[config.mk]
export PLATFORM = sky130hd
export DESIGN_NAME = hilo_md_ctrl_flat
export DESIGN_NICKNAME = d
export VERILOG_FILES = /design/src/rtl/hilo_pkg.sv /design/src/rtl/hilo_md_ctrl_if.sv /design/src/rtl/md_iter_core.sv /design/src/rtl/hilo_md_ctrl.sv /design/src/flat_wrapper.sv
export SDC_FILE = /design/constraint.sdc
export NUM_CORES = 1
export LEC_CHECK = 0
export BUFFER_PORTS_ARGS = -buffer_cell sky130_fd_sc_hd__buf_2
export CORE_UTILIZATION = 30
export CTS_CLUSTER_DIAMETER = 150
export DETAILED_ROUTE_END_ITERATION = 16
export PLACE_DENSITY_LB_ADDON = 0.2
export SYNTH_ARGS = -nofsm -noshare
export SYNTH_HDL_FRONTEND = slang
export SYNTH_HIERARCHICAL = 1
export SYNTH_SLANG_ARGS = --single-unit
[constraint.sdc]
create_clock -name clk -period 3.3 [get_ports clk]
set_input_delay 0.495 -clock clk [delete_from_list [all_inputs] [get_ports clk]]
set_output_delay 0.495 -clock clk [all_outputs]
set_load 0.005 [all_outputs]
[src/rtl/hilo_pkg.sv]
// rtl/hilo_pkg.sv - shared types and constants for the HI/LO multiply/divide controller
package hilo_pkg;

  localparam int MD_ITERS = 32;
  localparam int CNT_W    = $clog2(MD_ITERS);

  typedef enum logic [1:0] {
    OP_MULTU = 2'd0,
    OP_MULT  = 2'd1,
    OP_DIVU  = 2'd2,
    OP_DIV   = 2'd3
  } md_op_t;

  typedef enum logic [1:0] {
    ST_IDLE = 2'd0,
    ST_RUN  = 2'd1,
    ST_FIX  = 2'd2
  } md_state_t;

  // Two's-complement magnitude; 0x80000000 maps to itself, which is the correct unsigned magnitude.
  function automatic logic [31:0] mag32(input logic [31:0] v);
    return v[31] ? (~v + 32'd1) : v;
  endfunction

endpackage

[src/rtl/hilo_md_ctrl_if.sv]
// rtl/hilo_md_ctrl_if.sv - EX-stage request bus and HI/LO result bus of the multiply/divide controller
interface hilo_md_ctrl_if;

  logic        md_start_E;
  logic [1:0]  md_op_E;
  logic [31:0] md_a_E;
  logic [31:0] md_b_E;
  logic        mt_we_E;
  logic        mt_sel_E;
  logic [31:0] mt_data_E;
  logic        mf_req_E;
  logic [31:0] hi;
  logic [31:0] lo;
  logic        busy;
  logic        stall_md;
  logic        md_done;

  modport master (
    output md_start_E, md_op_E, md_a_E, md_b_E, mt_we_E, mt_sel_E, mt_data_E, mf_req_E,
    input  hi, lo, busy, stall_md, md_done
  );

  modport slave (
    input  md_start_E, md_op_E, md_a_E, md_b_E, mt_we_E, mt_sel_E, mt_data_E, mf_req_E,
    output hi, lo, busy, stall_md, md_done
  );

endinterface

[src/rtl/md_iter_core.sv]
// rtl/md_iter_core.sv - one shift-add multiply or restoring divide step per enable on unsigned magnitudes
// HILO_DIV_EN adds the restoring divider and its quotient/remainder outputs.
module md_iter_core (
  input  logic        clk,
  input  logic        rst,
  input  logic        load,
  input  logic        en,
  input  logic        is_div,
  input  logic [31:0] a,
  input  logic [31:0] b,
  output logic [63:0] product
`ifdef HILO_DIV_EN
  ,
  output logic [31:0] quotient,
  output logic [31:0] remainder
`endif
);

  // acc is the 64-bit product for multiply, {remainder, quotient} for divide.
  logic [63:0] acc;
  logic [31:0] opb;
  logic [32:0] add_sum;

  assign add_sum = {1'b0, acc[63:32]} + (acc[0] ? {1'b0, opb} : 33'd0);

`ifdef HILO_DIV_EN
  logic [32:0] shifted;
  logic [32:0] trial;

  assign shifted = {acc[63:32], acc[31]};
  assign trial   = shifted - {1'b0, opb};
`endif

  always_ff @(posedge clk) begin
    if (rst) begin
      acc <= 64'd0;
      opb <= 32'd0;
    end else if (load) begin
      acc <= {32'd0, a};
      opb <= b;
    end else if (en) begin
`ifdef HILO_DIV_EN
      if (is_div) begin
        if (!trial[32]) acc <= {trial[31:0], acc[30:0], 1'b1};
        else            acc <= {shifted[31:0], acc[30:0], 1'b0};
      end else begin
        acc <= {add_sum, acc[31:1]};
      end
`else
      if (!is_div) acc <= {add_sum, acc[31:1]};
`endif
    end
  end

  assign product = acc;
`ifdef HILO_DIV_EN
  assign quotient  = acc[31:0];
  assign remainder = acc[63:32];
`endif

endmodule

[src/rtl/hilo_md_ctrl.sv]
// rtl/hilo_md_ctrl.sv - HI/LO owner: multiply/divide FSM, sign fix-up, MTHI/MTLO writes and front-end stall
// HILO_DIV_EN enables DIVU/DIV; without it divide issues are ignored.
module hilo_md_ctrl
  import hilo_pkg::*;
(
  input logic           clk,
  input logic           rst,
  hilo_md_ctrl_if.slave bus
);

  md_state_t        state, state_next;
  logic [CNT_W-1:0] cnt;
  md_op_t           op;
  logic             signed_op, accept, last_step, busy_w;
  logic             is_div_r, neg_res_r, md_done_r;
  logic [31:0]      a_mag, b_mag, hi_r, lo_r;
  logic [63:0]      product, prod_fix;
`ifdef HILO_DIV_EN
  logic             neg_rem_r, div_zero_r;
  logic [31:0]      quotient, remainder;
`endif

  assign op        = md_op_t'(bus.md_op_E);
  assign signed_op = (op == OP_MULT) || (op == OP_DIV);
  assign a_mag     = signed_op ? mag32(bus.md_a_E) : bus.md_a_E;
  assign b_mag     = signed_op ? mag32(bus.md_b_E) : bus.md_b_E;
`ifdef HILO_DIV_EN
  assign accept    = (state == ST_IDLE) && bus.md_start_E;
`else
  assign accept    = (state == ST_IDLE) && bus.md_start_E && !op[1];
`endif
  assign last_step = (cnt == CNT_W'(MD_ITERS - 1));
  assign busy_w    = (state != ST_IDLE);
  assign prod_fix  = neg_res_r ? (~product + 64'd1) : product;

  md_iter_core u_core (
    .clk       (clk),
    .rst       (rst),
    .load      (accept),
    .en        (state == ST_RUN),
    .is_div    (is_div_r),
    .a         (a_mag),
    .b         (b_mag),
    .product   (product)
`ifdef HILO_DIV_EN
    ,
    .quotient  (quotient),
    .remainder (remainder)
`endif
  );

  always_ff @(posedge clk) begin
    if (rst) state <= ST_IDLE;
    else     state <= state_next;
  end

  always_comb begin
    state_next = state;
    case (state)
      ST_IDLE: if (accept) state_next = ST_RUN;
      ST_RUN:  if (last_step) state_next = ST_FIX;
      ST_FIX:  state_next = ST_IDLE;
      default: state_next = ST_IDLE;
    endcase
  end

  always_ff @(posedge clk) begin
    if (rst) begin
      cnt        <= '0;
      is_div_r   <= 1'b0;
      neg_res_r  <= 1'b0;
      hi_r       <= 32'd0;
      lo_r       <= 32'd0;
      md_done_r  <= 1'b0;
`ifdef HILO_DIV_EN
      neg_rem_r  <= 1'b0;
      div_zero_r <= 1'b0;
`endif
    end else begin
      md_done_r <= 1'b0;
      if (accept) begin
        cnt        <= '0;
        is_div_r   <= op[1];
        neg_res_r  <= signed_op & (bus.md_a_E[31] ^ bus.md_b_E[31]);
`ifdef HILO_DIV_EN
        neg_rem_r  <= signed_op & bus.md_a_E[31];
        div_zero_r <= (bus.md_b_E == 32'd0);
`endif
      end else if (state == ST_RUN) begin
        cnt <= cnt + CNT_W'(1);
      end

      if (state == ST_FIX) begin
        md_done_r <= 1'b1;
`ifdef HILO_DIV_EN
        // Divide by zero keeps the old HI/LO but still retires on schedule.
        if (is_div_r) begin
          if (!div_zero_r) begin
            hi_r <= neg_rem_r ? (~remainder + 32'd1) : remainder;
            lo_r <= neg_res_r ? (~quotient + 32'd1) : quotient;
          end
        end else
`endif
        {hi_r, lo_r} <= prod_fix;
      end else if (state == ST_IDLE && bus.mt_we_E && !bus.md_start_E) begin
        if (bus.mt_sel_E) hi_r <= bus.mt_data_E;
        else              lo_r <= bus.mt_data_E;
      end
    end
  end

  assign bus.hi       = hi_r;
  assign bus.lo       = lo_r;
  assign bus.busy     = busy_w;
  assign bus.md_done  = md_done_r;
  assign bus.stall_md = busy_w && (bus.md_start_E || bus.mt_we_E || bus.mf_req_E);

endmodule

[src/flat_wrapper.sv]
// flat-port wrapper written by rule: the top's interface ports become plain ports
module hilo_md_ctrl_flat import hilo_pkg::*;
  (clk, rst, bus_md_start_E, bus_md_op_E, bus_md_a_E, bus_md_b_E, bus_mt_we_E, bus_mt_sel_E, bus_mt_data_E, bus_mf_req_E, bus_hi, bus_lo, bus_busy, bus_stall_md, bus_md_done);
  hilo_md_ctrl_if bus_i ();
  input logic clk;
  input logic rst;
  input wire logic [$bits(bus_i.md_start_E)-1:0] bus_md_start_E;
  input wire logic [$bits(bus_i.md_op_E)-1:0] bus_md_op_E;
  input wire logic [$bits(bus_i.md_a_E)-1:0] bus_md_a_E;
  input wire logic [$bits(bus_i.md_b_E)-1:0] bus_md_b_E;
  input wire logic [$bits(bus_i.mt_we_E)-1:0] bus_mt_we_E;
  input wire logic [$bits(bus_i.mt_sel_E)-1:0] bus_mt_sel_E;
  input wire logic [$bits(bus_i.mt_data_E)-1:0] bus_mt_data_E;
  input wire logic [$bits(bus_i.mf_req_E)-1:0] bus_mf_req_E;
  output wire logic [$bits(bus_i.hi)-1:0] bus_hi;
  output wire logic [$bits(bus_i.lo)-1:0] bus_lo;
  output wire logic [$bits(bus_i.busy)-1:0] bus_busy;
  output wire logic [$bits(bus_i.stall_md)-1:0] bus_stall_md;
  output wire logic [$bits(bus_i.md_done)-1:0] bus_md_done;
  assign bus_i.md_start_E = bus_md_start_E;
  assign bus_i.md_op_E = bus_md_op_E;
  assign bus_i.md_a_E = bus_md_a_E;
  assign bus_i.md_b_E = bus_md_b_E;
  assign bus_i.mt_we_E = bus_mt_we_E;
  assign bus_i.mt_sel_E = bus_mt_sel_E;
  assign bus_i.mt_data_E = bus_mt_data_E;
  assign bus_i.mf_req_E = bus_mf_req_E;
  assign bus_hi = bus_i.hi;
  assign bus_lo = bus_i.lo;
  assign bus_busy = bus_i.busy;
  assign bus_stall_md = bus_i.stall_md;
  assign bus_md_done = bus_i.md_done;
  hilo_md_ctrl u_core (.clk(clk), .rst(rst), .bus(bus_i));
endmodule
**After elaboration in Yosys (flattened, before gate mapping)**

Index checks and enable logic that the tools add are counted.

- $add $sub $neg: 5
- Multipliers: 0
- Divide/modulo/power cells: 0
- $lt $le $gt $ge: 0
- Equality and inequality tests: 9
- Shift-type cells: 0
- Multiplexer cells: 19
- Bitwise logic cells: 6
- Reduce and logical (&&, ||, !) cells: 21

Operators with widths:

| kind | number |
|---|---|
| $mux W32 | 14 |
| $add A32 B1 Y32 const B | 2 |
| $add A64 B1 Y64 const B | 1 |
| $mux W64 | 1 |
| $not A32 Y32 | 2 |
| $not A64 Y64 | 1 |
| $add A32 B32 Y33 | 1 |
| $reduce_and A2 Y1 | 5 |
| $ne A2 B1 Y1 const B | 4 |
| $reduce_bool A2 Y1 | 4 |
| $add A5 B1 Y5 const B | 1 |
| $eq A5 B5 Y1 const B | 1 |
| $logic_and A1 B1 Y1 | 5 |
| $eq A2 B1 Y1 const B | 2 |
| $eq A2 B2 Y1 const B | 2 |
| $mux W2 | 2 |
| $pmux W2 S2 | 1 |
| $logic_or A1 B1 Y1 | 3 |
| $logic_not A1 Y1 | 2 |
| $logic_not A2 Y1 | 1 |
| $reduce_or A2 Y1 | 1 |
| $and A1 B1 Y1 | 1 |
| $mux W1 | 1 |
| $not A1 Y1 | 1 |
| $xor A1 B1 Y1 | 1 |

- Register bits after elaboration: 170
- Bits in latches: 0
- Memory bits (writable): 0
- Bits in read-only memories: 0
- Input port bits: 104
- Output and inout port bits: 67
- Word-level logic and storage cells: 70
- Memories: 0

**Longest topological paths before layout**

Gate-level depths: netlist of the first run.

- Word-level depth: 5
- Mapped depth: 11
- Gate-level depth less buffers: 10

**Cells and area by module**

The synthesis of the first run kept the hierarchy.

By module, submodules not included:

| module | times used | cells each | area each (sq um) | sequential area each (sq um) |
|---|---|---|---|---|
| hilo_md_ctrl | 1 | 706 | 5908.2 | 1481.4 |
| md_iter_core | 1 | 718 | 5609.1 | 1921.8 |

**Worst setup path before layout of the first run**

Ideal clock, no wire load.

- Path kind: reg-to-reg
- Start: register u_core.u_core.acc[0] (netlist: u_core/u_core/product[0])
- End: register u_core.u_core.acc[59] (netlist: u_core/u_core/product[59])
- Library setup time: 0.117 ns
- Arrival: 2.667 ns
- Required time: 3.183 ns
- Setup slack: 0.516 ns
- Stages on the path, launching flop included: 12
- Buffers on the path: 1
- Clock period less this slack: 2.784 ns
- Cells stage by stage: dfxtp_1 > clkbuf_1 > and2_1 > ha_1 > fa_1 > a211oi_1 > o211ai_1 > a21boi_1 > a31oi_1 > o41ai_2 > nand3_1 > a32o_1

- Cells in the longest elaborated chain, start to end: 2

RTL lines:

| what | line | text |
|---|---|---|
| start, declared | md_iter_core.sv:20 | `logic [63:0] acc;` |
| start signal, assigned | md_iter_core.sv:39 | `acc <= {32'd0, a};` |
| start signal, assigned | md_iter_core.sv:50 | `if (!is_div) acc <= {add_sum, acc[31:1]};` |
| $mux W32 | md_iter_core.sv:24 | `assign add_sum = {1'b0, acc[63:32]} + (acc[0] ? {1'b0, opb} : 33'd0);` |
| $add A32 B32 Y33 | md_iter_core.sv:24 |  |

Every way passes these cells.
A chain may end at the register's enable or synchronous reset.

**Worst setup path after layout of the first run**

Same ends and word-level chain as after synthesis.

==> results of run 1 <==
[routing by layer]
| layer | vias to the layer above | share of wire [%] | track usage, % |
|---|---|---|---|
| li1 | 5397 | - | - |
| met1 | 5030 | 53 | 29.4 |
| met2 | 316 | 40 | 26.3 |
| met3 | 34 | 5.4 | 3.19 |
| met4 | 6 | 1.7 | 5.25 |
| met5 | - | 0.085 | 0 |
[power by group through the flow]
stage          Clock (mW)  Sequential (mW)  Combinational, mW
2_1_floorplan           0             2.23              0.586
6_report             2.09             2.22              0.903
3_3_place_gp            0             2.26              0.897
5_1_grt              2.23             2.23              0.989
3_5_place_dp            0             2.26              0.903
4_1_cts              2.14             2.22              0.907
[cells by family (layout without fill, tap and decap cells)]
logic type	Yosys count	in the layout	share of synthesized area [%]
and+or+nand+nor	477	477	20.4
buffers and inverters	109	248	3.85
AOI/OAI and AO/OA	388	388	22.5
xor gates and xnor gates	144	144	11.0
muxes	98	98	8.58
adders and majority gates	38	38	4.19
DFF	170	170	29.5
[area by class of cell]
cell class | count | area, um^2
fill | 4013 | 24300
multi-input combinational | 1145 | 7700
sequential | 170 | 3400
timing repair buffer | 197 | 1070
tap | 511 | 639
clock buffer | 19 | 443
clock inverter | 12 | 150
inverter | 20 | 75.1
[sequential cells by signal (all words and copies together), names as in the netlist]
| register | flops |
|---|---|
| u_core/bus.hi | 32 |
| u_core/bus.lo | 32 |
| u_core/bus.md_done | 1 |
| u_core/cnt | 5 |
| u_core/is_div_r | 1 |
| u_core/neg_res_r | 1 |
| u_core/state | 2 |
| u_core/u_core/opb | 32 |
| u_core/u_core/product | 64 |
[per-stage QoR]
step | cells | utilization, % | hold slack, ns | setup WS (ns)
2_1_floorplan | 1424 | - | 0.417 | 0.516
3_3_place_gp | 2043 | 34.1 | 0.471 | 0.339
3_5_place_dp | 2043 | 34.1 | 0.479 | 0.209
4_1_cts | 2074 | 35.7 | 0.336 | 0.200
5_1_grt | 2074 | 35.7 | 0.372 | 0.0218
6_report | 2074 | 35.7 | 0.352 | 0.241
[worst min path at each step]
stage | start | to | slack [ns]
final | bus_md_a_E[0] | u_core/u_core/product[0]$_SDFFE_PP0P_ | 0.35
after global routing | bus_mt_data_E[22] | u_core/bus.lo[22]$_SDFFE_PP0P_ | 0.37
after CTS | bus_md_a_E[0] | u_core/u_core/product[0]$_SDFFE_PP0P_ | 0.34
after detailed placement | u_core/u_core/opb[23]$_SDFFE_PP0P_ | u_core/u_core/opb[23]$_SDFFE_PP0P_ | 0.48
after global placement | u_core/u_core/opb[20]$_SDFFE_PP0P_ | u_core/u_core/opb[20]$_SDFFE_PP0P_ | 0.47
after floorplan | u_core/is_div_r$_SDFFE_PP0P_ | u_core/is_div_r$_SDFFE_PP0P_ | 0.42
[worst max-delay path, cell delays in order (launching register included)]
cell,delay [ns]
dfxtp_1,0.42
and2_1,0.22
ha_1,0.21
fa_1,0.43
a211oi_1,0.31
o211ai_1,0.18
a21boi_1,0.25
a31oi_1,0.17
o41ai_2,0.38
nand3_1,0.13
a32o_1,0.26
[what timing repair did]
| item | 4_1_cts | 5_1_grt |
|---|---|---|
| endpoints found under the setup margin | 0 | 1 |
| resized for setup | 0 | 1 |
| endpoints found under the hold margin | 0 | 0 |
[cells in the final DEF, fill, tap and decap left out, drive strengths merged, types with 5 or more instances in the layout]
cell type | Yosys | layout
a211oi | 30 | 30
a21o | 18 | 18
a21oi | 135 | 135
a31oi | 9 | 9
and2 | 38 | 38
buf | 29 | 197
clkbuf | 60 | 19
clkinv | 0 | 6
dfxtp | 170 | 170
ha | 37 | 37
inv | 20 | 20
mux2i | 95 | 95
nand2 | 156 | 156
nand2b | 11 | 11
nand3 | 15 | 15
nand4 | 16 | 16
nand4b | 5 | 5
nor2 | 134 | 134
nor2b | 6 | 6
nor3 | 24 | 24
nor4 | 19 | 19
o211ai | 6 | 6
o21a | 5 | 5
o21ai | 67 | 67
o22ai | 38 | 38
o31ai | 32 | 32
o41ai | 23 | 23
or2 | 5 | 5
or3 | 21 | 21
or4 | 14 | 14
xnor2 | 65 | 65
xor2 | 79 | 79
==> flow_metrics.env, run 1 <==
export IMPL_end_kind="register"
export IMPL_slew_viol_final=0
export IMPL_clk_pin_slew_ns=0.07
export IMPL_synth_cell_types=82
export IMPL_powerDensity_mw_per_mm2=386
export IMPL_r2r_cells=10
export IMPL_grt_pass1_vias=9669
export IMPL_synthCells=1424
export IMPL_dr_total_vias=10800
export IMPL_placed_area_mm2=0.0129
export IMPL_min_delay_path_class="input pin to register"
export IMPL_startpoint="u_core/u_core/product[0]$_SDFFE_PP0P_"
export IMPL_fin_nets=1693
export IMPL_clk_latency_ns=0.44
export IMPL_syn_nets=1566
export IMPL_die_x_um=198
export IMPL_port_buffers=170
export IMPL_detail_route_antenna_nets=0
export IMPL_r2r_start="u_core/u_core/product[0]$_SDFFE_PP0P_"
export IMPL_power_mw=5.21
export IMPL_grt_max_degree=101
export IMPL_p_leak_nw=5.48
export IMPL_htree_levels=4
export IMPL_dieArea_mm2=0.0392
export IMPL_wl_mm=37.9
export IMPL_pwr_share_comb_pct=17.3
export IMPL_dr_pass1_iters=5
export IMPL_synth_common_cells="170 x dfxtp_1, 155 x nand2_1, 134 x nor2_1"
export IMPL_hpwl_mm=29.3
export IMPL_peakVddDrop_uv=296
export IMPL_avgSynthCellArea_um2=8.09
export IMPL_rrSetupSlack_ns=0.24
export IMPL_max_cap_violations=0
export IMPL_start_util_pct=30.5
export IMPL_slew_headroom_pct=48.3
export IMPL_critPathArrivalTime_ns=3.39
export IMPL_swShare_pct=29.2
export IMPL_syn_area_mm2=0.0115
export IMPL_final_setup_viol_count=0
export IMPL_p_sw_mw=1.52
export IMPL_drt_iter0_drc=730
export IMPL_fp_row_count=71
export IMPL_place_gp_congestion=0.886
export IMPL_track_usage_pct=19.0
export IMPL_path_class="register to register"
export IMPL_antenna_found_initial=3
export IMPL_core_mm2=0.0378
export IMPL_p_int_mw=3.68
export IMPL_status="completed"
export IMPL_max_freq_mhz=327
export IMPL_dieHeight_um=198
export IMPL_wl_per_cell_um=18.3
export IMPL_clock_sinks=170
export IMPL_drcViolationCount=0
export IMPL_cts_tree="built"
export IMPL_seq_area_frac_synth_pct=29.5
export IMPL_pwr_share_clk_pct=40.1
export IMPL_pin_count=171
export IMPL_ys_warn_count=6
export IMPL_hold_violations=0
export IMPL_ys_ff_latch=170
export IMPL_clockBufferDepth=2
export IMPL_reg2reg_to="u_core/u_core/product[59]$_SDFFE_PP0P_"
export IMPL_tightest_slew_ns=0.764
export IMPL_setup_tns_ns=0
export IMPL_fin_crit_ns=3.06
export IMPL_synth_top_area_share_pct=29.5
export IMPL_drive_gt1_share_pct=17.9
export IMPL_clockRootBuffer="clkbuf_16"
export IMPL_synth_edff_count=0
export IMPL_setup_worst_path_end="u_core/u_core/product[59]$_SDFFE_PP0P_"
export IMPL_startpoint_type="register"
export IMPL_grt_pass1_wl_mm=57.3
export IMPL_critPathMaxFanout=9
export IMPL_synth_most_common_cell="dfxtp_1"
export IMPL_via_per_inst=5.20
export IMPL_fin_crit_sh_pct=92.7
export IMPL_final_area_mm2=0.0135
export IMPL_area_growth_pct=17.0
export IMPL_seqPwrFrac_pct=42.6
export IMPL_cts_hold_buf=0
export IMPL_cp_data_required_time_ns=3.63
export IMPL_async_flop_share_pct=0
export IMPL_clock_skew_ns=0.0120
export IMPL_diodes=0
export IMPL_grt_overflow=0
export IMPL_synth_ff_type="dfxtp_1"
export IMPL_synth_area_leader_cell="dfxtp_1"
export IMPL_rsz0062_at_grt="false"
export IMPL_cts_buffers=17
export IMPL_min_delay_path_depth=3
export IMPL_netlist_top_cells_area="dfxtp_1 30%, mux2i_1 8.3%, xor2_1 6.0%"
export IMPL_post_cts_buffers=0
Note: power is estimated with default switching activity, not from simulation.
==> inputs of run 2 (changes only) <==
Settings changed: CTS_BUF_LIST set to sky130_fd_sc_hd__clkbuf_4 sky130_fd_sc_hd__clkbuf_8 sky130_fd_sc_hd__clkbuf_16.
==> run 2 against run 1 <==
  * Total power up 0.17%
  * Die area unchanged
  * Clock-buffer cell count stayed put
  * Via count increased by 0.17%
  * First-iteration DRC count decreased by 0.14%
  * Utilization barely moved
  * Largest power group unchanged
==> flow_metrics.env, run 2 (synthesis gave the netlist of run 1 again) <==
export IMPL_status="completed"
export IMPL_via_per_inst=5.21
export IMPL_fin_crit_ns=3.06
export IMPL_track_usage_pct=19.0
export IMPL_wl_per_cell_um=18.3
export IMPL_fin_crit_sh_pct=92.7
export IMPL_fin_nets=1693
export IMPL_tightest_slew_ns=0.764
export IMPL_powerDensity_mw_per_mm2=387
export IMPL_wl_mm=37.9
export IMPL_grt_overflow=0
export IMPL_seqCellArea_mm2=0.00340
export IMPL_slew_viol_final=0
export IMPL_grt_pass1_vias=9669
export IMPL_placed_area_mm2=0.0129
export IMPL_cp_num_cells=10
export IMPL_max_cap_violations=0
export IMPL_setup_tns_ns=0
export IMPL_grt_pass1_wl_mm=57.3
export IMPL_diodes=0
export IMPL_hpwl_mm=29.3
export IMPL_max_freq_mhz=327
export IMPL_htree_levels=4
export IMPL_crit_path_cell_trace="and2_1 > ha_1 > fa_1 > a211oi_1 > o211ai_1 > a21boi_1 > a31oi_1 > o41ai_2 > nand3_1 > a32o_1"
export IMPL_clock_skew_ns=0.0120
export IMPL_final_util_pct=35.7
export IMPL_clock_sinks=170
export IMPL_clockBufferDepth=2
export IMPL_startpoint_type="register"
export IMPL_place_gp_congestion=0.886
export IMPL_slew_headroom_pct=48.3
export IMPL_dieArea_mm2=0.0392
export IMPL_post_cts_buffers=0
export IMPL_critPathMaxFanout=9
export IMPL_fp_row_count=71
export IMPL_final_area_mm2=0.0135
export IMPL_clk_pin_slew_ns=0.07
export IMPL_fin_cells=2074
export IMPL_pin_count=171
export IMPL_cpLargestDelayFamily="compound AO/OA/AOI/OAI gates"
export IMPL_power_mw=5.22
export IMPL_dr_pass1_iters=5
export IMPL_die_x_um=198
export IMPL_clk_latency_ns=0.44
export IMPL_drt_iter0_drc=729
export IMPL_critPathArrivalTime_ns=3.39
export IMPL_min_delay_path_depth=3
export IMPL_crit_slowest_cell="fa_1"
export IMPL_dr_total_vias=10800
export IMPL_final_cell_mix="170 x buf_2, 169 x dfxtp_1, 154 x nand2_1"
export IMPL_cp_data_required_time_ns=3.63
export IMPL_r2r_cells=10
export IMPL_drcViolationCount=0
export IMPL_core_mm2=0.0378
export IMPL_post_place_ws_ns=0.209
export IMPL_detail_route_antenna_nets=0
export IMPL_cts_buffers=17
export IMPL_hold_violations=0
export IMPL_layout_cells_most_common="buf_2"
export IMPL_largest_register_ffs=64
export IMPL_p_leak_nw=5.48
export IMPL_port_buffers=170
export IMPL_drive_gt1_share_pct=18.0
export IMPL_final_setup_viol_count=0
export IMPL_peakVddDrop_uv=296
export IMPL_max_stage_delay_ns=0.43
export IMPL_cts_tree="built"
export IMPL_clockRootBuffer="clkbuf_16"
export IMPL_holdWs_ns=0.352
export IMPL_start_util_pct=30.5
export IMPL_timing_final_ws_setup_ns=0.241
export IMPL_dp_cells=2043
export IMPL_path_class="register to register"
export IMPL_critPathBufInv=0
export IMPL_area_growth_pct=17.1
export IMPL_antenna_found_initial=3
export IMPL_fillerInstances=4011
export IMPL_dieHeight_um=198
export IMPL_end_kind="register"
export IMPL_rrSetupSlack_ns=0.24
export IMPL_min_delay_path_class="input pin to register"
export IMPL_multiInputGateArea_mm2=0.00770
export IMPL_rsz0062_at_grt="false"
export IMPL_grt_max_degree=101
-- run 2: cell count changes in the layout (fill, tap and decap cells not counted) --
cell      before  now
clkbuf_1       1    0
clkbuf_4       0    1
-- run 2: layout make-up --
class / count / area share [%]
multi-input combinational: 1145 / 57.1
sequential: 170 / 25.3
timing repair buffer: 197 / 7.94
tap: 511 / 4.74
clock buffer: 19 / 3.31
clock inverter: 12 / 1.11
inverter: 20 / 0.557
-- run 2: worst paths after layout --
check	endpoint	start
worst min register to register	u_core/u_core/opb[23]$_SDFFE_PP0P_	u_core/u_core/opb[23]$_SDFFE_PP0P_
worst min-delay path	u_core/u_core/product[0]$_SDFFE_PP0P_	bus_md_a_E[0]
worst max register to register	u_core/u_core/product[59]$_SDFFE_PP0P_	u_core/u_core/product[0]$_SDFFE_PP0P_
worst max-delay path	u_core/u_core/product[59]$_SDFFE_PP0P_	u_core/u_core/product[0]$_SDFFE_PP0P_
-- run 2: timing repair --
| action | CTS | global route |
|---|---|---|
| gates resized for setup | 0 | 1 |
| hold buffers | 0 | 0 |
| setup endpoints to repair | 0 | 1 |
-- run 2: layer usage --
metal  GRT usage (%)  share of wire (%)  vias to the layer above
met3            3.19                5.4                       34
met2            26.3                 40                      323
met1            29.4                 53                     5041
met5               0              0.085                        -
met4            5.25                1.7                        6
li1                -                  -                     5397
-- run 2: worst register-to-register path, cell delays in order, from the launching register on --
cell and delay (ns):
dfxtp_1 0.42, and2_1 0.22, ha_1 0.21, fa_1 0.43
a211oi_1 0.31, o211ai_1 0.18, a21boi_1 0.25, a31oi_1 0.17
o41ai_2 0.38, nand3_1 0.13, a32o_1 0.26
-- run 2: power by group --
group          internal [mW]  switching (mW)  total (mW)
combinational          0.350           0.553       0.904
sequential              2.13          0.0865        2.22
clock                   1.21           0.884        2.10
total                   3.69            1.52        5.22
==> inputs of run 3 (changes only) <==
Settings changed: CTS_CLUSTER_DIAMETER 150 to unset, GPL_TIMING_DRIVEN set to 0.
==> run 3 against run 2 <==
  * Clock skew is 0.00069 ns lower
  * Sequential power hardly changed
  * Clock-buffer cell count is 1 lower
  * Sequential share of layout area is 0.31 points lower
  * Utilization is 0.47 points higher
  * Sequential cell count stayed put
  * Worst hold slack worse by 0.015 ns
  * Via count is 1.9% higher
  * Global-route usage is 0.85 points higher
  * Die area stayed put
==> flow_metrics.env, run 3 (synthesis gave the netlist of run 1 again) <==
export IMPL_wl_met1_mm=20.2
export IMPL_fin_nets=1756
export IMPL_timing_critical_path_mode_cell="o211ai_1"
export IMPL_dieArea_mm2=0.0392
export IMPL_detail_route_antenna_nets=0
export IMPL_fin_crit_ns=3.08
export IMPL_peakVddDrop_uv=299
export IMPL_place_gp_congestion=0.871
export IMPL_dr_pass1_iters=5
export IMPL_track_usage_pct=19.8
export IMPL_powerDensity_mw_per_mm2=388
export IMPL_critPathArrivalTime_ns=3.38
export IMPL_multiInputGateArea_mm2=0.00769
export IMPL_path_class="register to register"
export IMPL_wl_per_cell_um=18.5
export IMPL_max_cap_violations=0
export IMPL_fp_row_count=71
export IMPL_layout_cells_most_common="buf_2"
export IMPL_port_buffers=169
export IMPL_tightest_slew_ns=0.794
export IMPL_slew_viol_final=0
export IMPL_fin_cells=2138
export IMPL_diodes=0
export IMPL_core_mm2=0.0378
export IMPL_p_leak_nw=5.53
export IMPL_rsz0062_at_grt="false"
export IMPL_final_cell_mix="185 x buf_2, 169 x dfxtp_1, 155 x nand2_1"
export IMPL_grt_pass1_wl_mm=59.8
export IMPL_drt_iter0_drc=817
export IMPL_clk_latency_ns=0.44
export IMPL_setup_tns_ns=0
export IMPL_top_layer="met5"
export IMPL_fin_crit_sh_pct=93.3
export IMPL_cpLargestDelayFamily="compound AO/OA/AOI/OAI gates"
export IMPL_timing_final_ws_setup_ns=0.221
export IMPL_max_stage_delay_ns=0.46
export IMPL_dp_cells=2104
export IMPL_htree_levels=4
export IMPL_fillerInstances=3985
export IMPL_final_util_pct=36.2
export IMPL_grt_overflow=0
export IMPL_dr_total_vias=11000
export IMPL_dieHeight_um=198
export IMPL_final_setup_viol_count=0
export IMPL_end_kind="register"
export IMPL_cts_hold_buf=0
export IMPL_area_growth_pct=18.6
export IMPL_drcViolationCount=0
export IMPL_power_mw=5.30
export IMPL_pin_count=171
export IMPL_status="completed"
export IMPL_post_place_ws_ns=-0.160
export IMPL_via_per_inst=5.15
export IMPL_cp_data_required_time_ns=3.60
export IMPL_met2_length_mm=17.0
export IMPL_slew_headroom_pct=47.0
export IMPL_seqCellArea_mm2=0.00341
export IMPL_r2r_start="u_core/u_core/product[0]$_SDFFE_PP0P_"
export IMPL_grt_max_degree=17
export IMPL_hold_start="bus_md_a_E[0]"
export IMPL_critPathBufInv=1
export IMPL_start_util_pct=30.5
export IMPL_grt_pass1_vias=10200
export IMPL_wl_mm=39.5
export IMPL_startpoint_type="register"
export IMPL_clockRootBuffer="clkbuf_16"
export IMPL_largest_register_ffs=64
export IMPL_max_freq_mhz=325
export IMPL_clk_pin_slew_ns=0.07
export IMPL_cts_buffers=17
export IMPL_startpoint="u_core/u_core/product[0]$_SDFFE_PP0P_"
export IMPL_dr_wl_met3_mm=1.82
export IMPL_min_delay_path_class="input pin to register"
export IMPL_clock_sinks=170
export IMPL_antenna_found_initial=4
export IMPL_crit_path_cell_trace="buf_2 > and2_1 > ha_1 > fa_2 > a211oi_2 > o211ai_1 > a21oi_2 > o22ai_2 > a41oi_1 > or4_1 > o211ai_1"
export IMPL_critPathMaxFanout=11
export IMPL_cts_tree="built"
export IMPL_hpwl_mm=31.8
export IMPL_crit_slowest_cell="a41oi_1"
export IMPL_clock_skew_ns=0.0114
export IMPL_die_x_um=198
export IMPL_drive_gt1_share_pct=16.8
export IMPL_hold_violations=0
export IMPL_clockBufferDepth=2
==> run 3: cell types whose count changed in the layout (fill, tap and decap cells not counted), moves of 2 or more <==
cell	change
clkbuf_1	+57
buf_4	-22
buf_2	+15
buf_1	+13
inv_6	+6
clkinv_2	-3
clkinvlp_4	-3
clkinv_4	+2
nor2b_1	+2
nor2b_4	-2
==> run 3: cell type report <==
| class | count | area share, % |
|---|---|---|
| timing repair buffer | 171 | 6.30 |
| multi-input combinational | 1145 | 56.3 |
| clock buffer | 18 | 3.21 |
| tap | 511 | 4.68 |
| clock inverter | 14 | 1.34 |
| buffer | 89 | 2.70 |
| inverter | 20 | 0.550 |
| sequential | 170 | 24.9 |
==> run 3: power breakdown <==
group	total (mW)	switching, mW	internal [mW]	leakage [nW]
clock	2.16	0.930	1.23	0.307
sequential	2.22	0.0873	2.13	1.38
combinational	0.918	0.568	0.350	3.85
total	5.30	1.59	3.71	5.53
==> run 3: worst paths after layout <==
path	depth (start not counted)	end	slack, ns
max	11	u_core/u_core/product[57]$_SDFFE_PP0P_	0.22
max reg2reg	11	u_core/u_core/product[57]$_SDFFE_PP0P_	0.22
min reg2reg	2	u_core/is_div_r$_SDFFE_PP0P_	0.45
min	3	u_core/u_core/product[0]$_SDFFE_PP0P_	0.34
==> run 3: routing by layer <==
layer	track usage, %	vias to the layer above
li1	-	5536
met1	28.9	5113
met2	30.7	318
met3	2.64	32
met4	4.62	8
met5	0	-
==> run 3: timing repair <==
item                                    CTS  global route
buffers inserted                          1             1
pin swaps                                 1             3
gates resized for setup                   3             5
endpoints found under the setup margin    3            14
==> run 3: worst register-to-register path, delay by kind of cell, from the launching register on <==
kind / cells / cell delay, ns
AO/OA/AOI/OAI: 6 / 1.39
adder cells (fa/ha/maj): 2 / 0.61
flip-flops: 1 / 0.40
AND/OR/NAND/NOR: 2 / 0.36
buffers and inverters: 1 / 0.18
==> run 3: metrics by stage <==
step | cell area (um^2) | hold slack, ns
3_3_place_gp | 13000 | 0.427
3_5_place_dp | 13000 | 0.434
6_report | 13700 | 0.338
4_1_cts | 13600 | 0.323
5_1_grt | 13700 | 0.378
2_1_floorplan | 11500 | 0.417
